===== src/rtl/udp_cmd_rx_ctrl_pkg.sv =====
// Shared frame constants and helpers for the UDP command receiver.
// The host-side test model uses the same values.
package udp_cmd_rx_ctrl_pkg;

  localparam logic [7:0]  HDR0_DEF    = 8'h55;
  localparam logic [7:0]  HDR1_DEF    = 8'hAA;
  localparam logic [7:0]  CMD_START   = 8'h01;
  localparam logic [7:0]  CMD_STOP    = 8'h02;
  localparam logic [15:0] NUM_MAX_DEF = 16'd16384;

  typedef enum logic [2:0] {
    IDLE     = 3'd0,
    H1       = 3'd1,
    CMD      = 3'd2,
    NH       = 3'd3,
    NL       = 3'd4,
    CS       = 3'd5,
    WAIT_END = 3'd6,
    DROP     = 3'd7
  } rx_state_t;

  // Saturating 8-bit increment used by both frame counters.
  function automatic logic [7:0] sat_inc8(input logic [7:0] val);
    return (val == 8'hFF) ? 8'hFF : val + 8'd1;
  endfunction

endpackage


===== src/rtl/udp_cmd_rx_ctrl.sv =====
// Parses 6-byte command frames from a UDP payload stream and issues
// start/stop acquisition requests with a held sample count.
module udp_cmd_rx_ctrl
  import udp_cmd_rx_ctrl_pkg::*;
#(
  parameter logic [15:0] NUM_MAX = NUM_MAX_DEF,
  parameter logic [7:0]  HDR0    = HDR0_DEF,
  parameter logic [7:0]  HDR1    = HDR1_DEF
) (
  input  logic        clk125M,
  input  logic        udp_gmii_rst,
  input  logic        rx_data_valid,
  input  logic [7:0]  rx_data,
  input  logic        rx_pkt_done,
  output logic        restart_req,
  output logic        stop_req,
  output logic [15:0] number_val,
  output logic [7:0]  cmd_ok_cnt,
  output logic [7:0]  cmd_err_cnt
);

  rx_state_t   state, state_n;
  logic [7:0]  cmd_b, cmd_n;
  logic [7:0]  num_h, num_h_n;
  logic [7:0]  num_l, num_l_n;
  logic [7:0]  csum, csum_n;
  logic [7:0]  xsum, xsum_n;
  logic [15:0] num_n;
  logic        frame_ok;

  // Post-byte view: the byte of this cycle is consumed before any evaluation.
  always_comb begin
    state_n = state;
    cmd_n   = cmd_b;
    num_h_n = num_h;
    num_l_n = num_l;
    csum_n  = csum;
    xsum_n  = xsum;
    if (rx_data_valid) begin
      case (state)
        IDLE:    state_n = (rx_data == HDR0) ? H1 : DROP;
        H1:      state_n = (rx_data == HDR1) ? CMD : DROP;
        CMD: begin
          cmd_n   = rx_data;
          xsum_n  = rx_data;
          state_n = NH;
        end
        NH: begin
          num_h_n = rx_data;
          xsum_n  = xsum ^ rx_data;
          state_n = NL;
        end
        NL: begin
          num_l_n = rx_data;
          xsum_n  = xsum ^ rx_data;
          state_n = CS;
        end
        CS: begin
          csum_n  = rx_data;
          state_n = WAIT_END;
        end
        default: state_n = state;
      endcase
    end else begin
      state_n = state;
    end
  end

  assign num_n    = {num_h_n, num_l_n};
  assign frame_ok = (state_n == WAIT_END) && (xsum_n == csum_n) &&
                    ((cmd_n == CMD_STOP) ||
                     ((cmd_n == CMD_START) && (num_n >= 16'd1) && (num_n <= NUM_MAX)));

  // Frame FSM, capture registers, counters and registered request pulses.
  always_ff @(posedge clk125M) begin
    if (udp_gmii_rst) begin
      state       <= IDLE;
      cmd_b       <= 8'd0;
      num_h       <= 8'd0;
      num_l       <= 8'd0;
      csum        <= 8'd0;
      xsum        <= 8'd0;
      restart_req <= 1'b0;
      stop_req    <= 1'b0;
      number_val  <= 16'd0;
      cmd_ok_cnt  <= 8'd0;
      cmd_err_cnt <= 8'd0;
    end else begin
      restart_req <= 1'b0;
      stop_req    <= 1'b0;
      state       <= state_n;
      cmd_b       <= cmd_n;
      num_h       <= num_h_n;
      num_l       <= num_l_n;
      csum        <= csum_n;
      xsum        <= xsum_n;
      if (rx_pkt_done) begin
        state <= IDLE;
        if (frame_ok) begin
          cmd_ok_cnt <= sat_inc8(cmd_ok_cnt);
          if (cmd_n == CMD_START) begin
            restart_req <= 1'b1;
            number_val  <= num_n;
          end else begin
            stop_req <= 1'b1;
          end
        end else begin
          cmd_err_cnt <= sat_inc8(cmd_err_cnt);
        end
      end
    end
  end

endmodule


===== config.mk =====
export PLATFORM = sky130hd
export DESIGN_NAME = udp_cmd_rx_ctrl
export DESIGN_NICKNAME = d
export VERILOG_FILES = /design/src/rtl/udp_cmd_rx_ctrl_pkg.sv /design/src/rtl/udp_cmd_rx_ctrl.sv
export SDC_FILE = /design/constraint.sdc
export NUM_CORES = 1
export LEC_CHECK = 0
export CORE_ASPECT_RATIO = 1.1
export CORE_MARGIN = 10
export CORE_UTILIZATION = 55
export CTS_CLUSTER_SIZE = 25
export DETAILED_ROUTE_END_ITERATION = 8
export DONT_BUFFER_PORTS = 1
export PLACE_DENSITY = 0.68
export SYNTH_ARGS = -nofsm -noshare
export SYNTH_HDL_FRONTEND = slang
export SYNTH_SLANG_ARGS = --single-unit

===== constraint.sdc =====
create_clock -name clk125M -period 8 [get_ports clk125M]
set_input_delay 0.4 -clock clk125M [delete_from_list [all_inputs] [get_ports clk125M]]
set_output_delay 0.4 -clock clk125M [all_outputs]
set_load 0.005 [all_outputs]

# Word level (Yosys, flattened, before mapping)
# Cells that the tools add are included.
# classes
bitwise	3
eq_ne	13
n_addsub	2
mux	18
n_reduce_logical	12
n_lt_le_gt_ge	2
# op_table
op	n
2-to-1 mux 8 bit	11
equality test 8 bit (second input constant)	3
case mux 3 bit (6 select lines)	1
adder 8 x 1 -> 8 bit (second input constant)	2
>= comparator 16 x 1 -> 1 bit (second input constant)	1
less-or-equal comparator 16 x 15 -> 1 bit (second input constant)	1
case mux 8 bit (2 select lines)	1
equality test 3 bit (second input constant)	3
2-to-1 mux 3 bit	3
equality test 8 x 1 -> 1 bit (second input constant)	1
equality test 8 x 2 -> 1 bit (second input constant)	1
equality test 8 x 7 -> 1 bit (second input constant)	1
equality test 8 bit	1
bitwise XOR 8 bit	1
equality test 3 x 2 -> 1 bit (second input constant)	2
logical AND 1 bit	4
AND reduction 2 bit	2
OR reduction 2 bit	2
equality test 3 x 1 -> 1 bit (second input constant)	1
zero test 3 bit	1
AND reduction 3 bit	1
OR reduction 3 bit	1
2-to-1 mux 1 bit	2
NOT 1 bit	2
logical OR 1 bit	1
# word_totals
register_bits	77
output_inout_bits	34
elab_cells	61

# Depth between registers and ports, before layout
# depth
depth_word	10
mapped_depth	11
ltp_nobuf	8

# Worst setup path before layout
# Ideal clock, no wire load.
# synth_path
kind	input to register
start	input rx_data[2]
end	register cmd_ok_cnt[4]
setup_slack_ns	4.829
t_arrival_ns	3.049
setup_time_ns	0.122
stages	9
cell_sequence	buf_2 -> or4b_1 -> or4_1 -> o21ai_0 -> a31oi_1 -> or4_4 -> a2111oi_4 -> nand2_2 -> o311a_1
# synth_via
elab_chain_len	8
# synth_lines
item	line	text
start, declared	udp_cmd_rx_ctrl.sv:13	input logic [7:0] rx_data,
2-to-1 mux 8 bit (tied with other cells)	udp_cmd_rx_ctrl.sv:40	case (state)
2-to-1 mux 8 bit (tied with other cells)	udp_cmd_rx_ctrl.sv:39	if (rx_data_valid) begin
>= comparator 16 x 1 -> 1 bit (tied with other cells)	udp_cmd_rx_ctrl.sv:72	((cmd_n == CMD_START) && (num_n >= 16'd1) && (num_n <= NUM_MAX)));
logical AND 1 bit or 2-to-1 mux 3 bit (tied branches)	udp_cmd_rx_ctrl.sv:72, udp_cmd_rx_ctrl.sv:39	
logical AND 1 bit or equality test 3 bit (tied branches)	udp_cmd_rx_ctrl.sv:72, udp_cmd_rx_ctrl.sv:70	
logical OR 1 bit or logical AND 1 bit (tied branches)	udp_cmd_rx_ctrl.sv:71, udp_cmd_rx_ctrl.sv:70	
logical AND 1 bit *	udp_cmd_rx_ctrl.sv:70	assign frame_ok = (state_n == WAIT_END) && (xsum_n == csum_n) &&
AND reduction 2 bit (no source line) *	-	
end signal, assigned	udp_cmd_rx_ctrl.sv:100	cmd_ok_cnt <= sat_inc8(cmd_ok_cnt);
end, declared	udp_cmd_rx_ctrl.sv:18	output logic [7:0] cmd_ok_cnt,
# Mark *: on every way between the ends. The rest lies on a longest branch, timed or not.
# A chain may end at the register's enable or synchronous reset.

# Final worst setup path
# layout_path
start	register state[1]
end	register number_val[9]
# layout_via
elab_chain_len	9
# layout_lines
item	line	text
start, declared	udp_cmd_rx_ctrl.sv:22	rx_state_t state, state_n;
start signal, assigned	udp_cmd_rx_ctrl.sv:91	state <= state_n;
equality test 3 bit or equality test 3 x 2 -> 1 bit (tied branches)	udp_cmd_rx_ctrl.sv:40	
2-to-1 mux 8 bit	udp_cmd_rx_ctrl.sv:40	
2-to-1 mux 8 bit	udp_cmd_rx_ctrl.sv:39	
>= comparator 16 x 1 -> 1 bit or equality test 8 x 1 -> 1 bit (tied branches)	udp_cmd_rx_ctrl.sv:72, udp_cmd_rx_ctrl.sv:101	
logical AND 1 bit (2 in a row)	udp_cmd_rx_ctrl.sv:72	
logical OR 1 bit	udp_cmd_rx_ctrl.sv:71	((cmd_n == CMD_STOP) ||
logical AND 1 bit	udp_cmd_rx_ctrl.sv:70	
AND reduction 3 bit (no source line)	-	
end signal, assigned	udp_cmd_rx_ctrl.sv:103	number_val <= num_n;
end, declared	udp_cmd_rx_ctrl.sv:17	output logic [15:0] number_val,
# Several ways; a longest one is shown, not always the timed one.

==> metrics.md <==
| Metric | Value |
|---|---|
| Unique masters post-synth | `63` |
| Via-per-instance ratio | `6.40` |
| Placed cell count | `489` |
| Fmax | `224 MHz` |
| CP max FO | `25` |
| Crit-path leading delay family | `simple AND/OR/NAND/NOR gates` |
| Gr usage total | `approximately 17%` |
| Worst Tran Pin Value | `approximately 830 ps` |
| Share of post-route cells with drive strength above 1 | `10.6%` |
| Worst Path Required | `just over 8000 ps` |
| I/O Buffers | `0` |
| Largest net degree at the start of global routing | `67` |
| CTS tree | `done` |
| Chip Width | `slightly below 100 um` |
| Final hold violation count | `0` |
| Leakage power | `roughly 0.0014 uW` |
| First-pass GRT wire length | `approximately 15000 um` |
| DRT iter0 DRCs | `roughly 210` |
| Final setup fails | `0` |
| DIE AREA | `~11000 um2` |
| Outcome | `complete, no violations` |
| Post-route DRC | `0` |
| Syn avg cell area | `about 8.6 um2` |
| TritonCTS Buffers | `9` |
| Worst-skew pair later-pin latency | `approximately 360 ps` |
| Post-DRT Antenna Nets | `0` |
| Via count | `approximately 3200` |
| Worst path max stage delay | `between 800 and 900 ps` |
| Post-synth EDFFs | `0` |
| # hold bufs at CTS | `0` |
| Min cycle time layout | `4470 ps` |
| CP Class | `reg -> reg` |
| Initial antenna violation count | `0` |
| Async S/R FF share, synth | `0%` |
| Post-route clock period utilization | `55.9%` |
| Core ar. | `~6700 um2` |
| RSZ-0062 raised after global routing | `no` |
| TNS Setup | `0 ps` |
| CTS clk-pin slew, worst paths | `around 90 ps` |
| Cell Pwr Density | `184 nW/um2` |
| Minimum hold slack | `between 100 and 150 ps` |
| Hold WC Path Type | `in -> reg` |
| Initial cell density of the core | `between 50% and 60%` |
| CP Capture Type | `register` |
| Slew HR | `around 45%` |
| Buf/Inv on CP | `1` |
| Vias in the first global route | `around 3000` |
| Hpwl dp | `around 6200 um` |
| Clock Skew | `around 11 ps` |
| Area delta synth->final | `3.25%` |
| CTS H-tree lvls | `3` |
| Flops & latches, synth | `77` |
| Seq/Total Area, Yosys | `40.5%` |
| Syn_nets | `approximately 460` |
| Ys flop type | `dfxtp_1` |
| Total gr overflow | `0` |
| Post-Synthesis Cells | `around 440` |
| Clk sink count | `between 70 and 80` |
| I/O pins | `46` |
| Post-Syn Area | `3810 um2` |
| Non-Filler Instances | `roughly 510` |
| # rows | `31` |
| Post-CTS sizing | `0` |
| Die Ht | `roughly 110 um` |
| Critical path launch point type | `register` |
| Postcts setup bufs | `0` |
| Routed wire per std cell | `roughly 18 um` |
| Crit-path slowest cell | `nor2_2` |
| First-pass DRT Iterations | `4` |
| Max IR drop VDD | `129 uV` |
| Critical Path, Cell by Cell | `nand4bb_1 -> or4_1 -> o21ai_0 -> inv_1 -> a221oi_1 -> nand3_1 -> nor2_2 -> mux2_2` |
| Warnings, synthesis | `0` |
| # Max-Cap Violations | `0` |
| GPL Wtd Cong | `between 0.8 and 0.9` |
| N_diodes | `0` |
| # nets final | `approximately 430` |
| Clock Path Buffers | `2` |
| Total Wirelength | `a little over 9000 um` |
| Worst Path Arrival | `~4700 ps` |
| Clk root buf | `clkbuf_8` |
| Max Slew Vio Count | `0` |
-- state kept, by name (all words and copies together) (netlist names) --
| signal | count |
|---|---|
| restart_req | 1 |
| state | 3 |
| csum | 8 |
| num_l | 8 |
| num_h | 8 |
| stop_req | 1 |
| cmd_b | 8 |
| cmd_err_cnt | 8 |
| xsum | 8 |
| number_val | 16 |
| cmd_ok_cnt | 8 |
-- layer usage --
metal / vias up / global-route usage [%] / part of all wire (%)
met5: - / 0 / 0
met4: 0 / 8.40 / 1.6
met3: 13 / 5.72 / 9.4
met2: 119 / 25.1 / 45
met1: 1532 / 22.3 / 44
li1: 1566 / - / -
-- cells in the final DEF (no fill, tap or decap), drive strengths merged, types with 3 or more instances in the layout --
| master | n |
|---|---|
| or2 | 5 |
| a221oi | 6 |
| and3 | 8 |
| nor2b | 17 |
| nor4 | 8 |
| a31oi | 13 |
| a211oi | 4 |
| nand4 | 5 |
| inv | 7 |
| mux2i | 12 |
| or4 | 6 |
| nand4b | 4 |
| dfxtp | 77 |
| nand2 | 67 |
| clkbuf | 9 |
| nor2 | 23 |
| a41oi | 3 |
| nor3 | 12 |
| and2 | 9 |
| a311oi | 5 |
| xnor2 | 6 |
| nand3 | 6 |
| mux2 | 15 |
| o211ai | 3 |
| o22ai | 14 |
| nand3b | 3 |
| o21ai | 3 |
| a21oi | 35 |
-- worst register-to-register path: stages (launching register included) --
cell       delay [ps]
dfxtp_1           800
nand4bb_1         510
or4_1             630
o21ai_0           210
inv_1             170
a221oi_1          290
nand3_1           530
nor2_2            820
mux2_2            420
-- logic make-up after synthesis --
kind of cell,Yosys count,synth area share (%)
AOI/OAI and AO/OA,102,18.3
buffers and inverters,39,4.83
and+or+nand+nor,188,26.5
DFF,77,40.5
muxes,27,7.59
xor gates and xnor gates,7,1.61
adders and majority gates,2,0.657
-- report_power, final --
group          internal (uW)  switching (uW)  total (uW)  leakage (uW)
Combinational           19.7            24.2        44.0      0.000676
Clock                    119             163         282     0.0000896
Sequential               388            7.86         396      0.000622
-- metrics by stage --
step | total power (uW) | worst slack, ps | util (%) | area, um2
final | 722 | 3530 | 58.9 | 3930
after global routing | 748 | 3190 | 58.9 | 3930
after CTS | 727 | 3560 | 58.9 | 3930
after detailed placement | 449 | 3530 | 56.1 | 3740
after global placement | 448 | 3690 | 56.1 | 3740
after floorplan | 452 | 4830 | - | 3810
-- Yosys cell counts, types with 3 or more instances --
library cell,number,area (um2)
dfxtp_1,77,1540
nand2_1,66,248
a21oi_1,35,175
clkbuf_1,22,82.6
nor2_1,22,82.6
nor2b_1,17,106
mux2_2,15,169
o22ai_1,14,87.6
a31oi_1,13,81.3
mux2i_1,12,120
nor3_1,12,60.1
and2_1,9,56.3
and3_1,8,50.1
nor4_1,8,50.1
a221oi_1,6,52.6
buf_2,6,30.0
nand3_1,6,30.0
xnor2_1,6,52.6
a311oi_1,5,43.8
nand4_1,5,31.3
a211oi_1,4,30.0
inv_1,4,15.0
nand4b_1,4,35.0
or2_2,4,25.0
or4_1,4,30.0
a41oi_1,3,26.3
buf_6,3,33.8
o211ai_1,3,22.5
o21ai_0,3,15.0
-- path summary, 6_finish.rpt --
path	depth (start not counted)	endpoint	from	slack [ps]
hold / removal	1	cmd_err_cnt[3]	udp_gmii_rst	110
hold reg to reg	2	cmd_b[7]	cmd_b[7]	460
setup / recovery	8	number_val[9]	state[1]	3530
setup reg to reg	8	number_val[9]	state[1]	3530
-- layout make-up --
class                           count  area [um2]
Sequential cell                    77        1540
Clock buffer                        9         124
Fill cell                         610        2740
Tap cell                           82         103
Inverter                            4        15.0
Clock inverter                      7        66.3
Multi-Input combinational cell    326        2080
No activity file was read; power rests on OpenSTA's default activity.
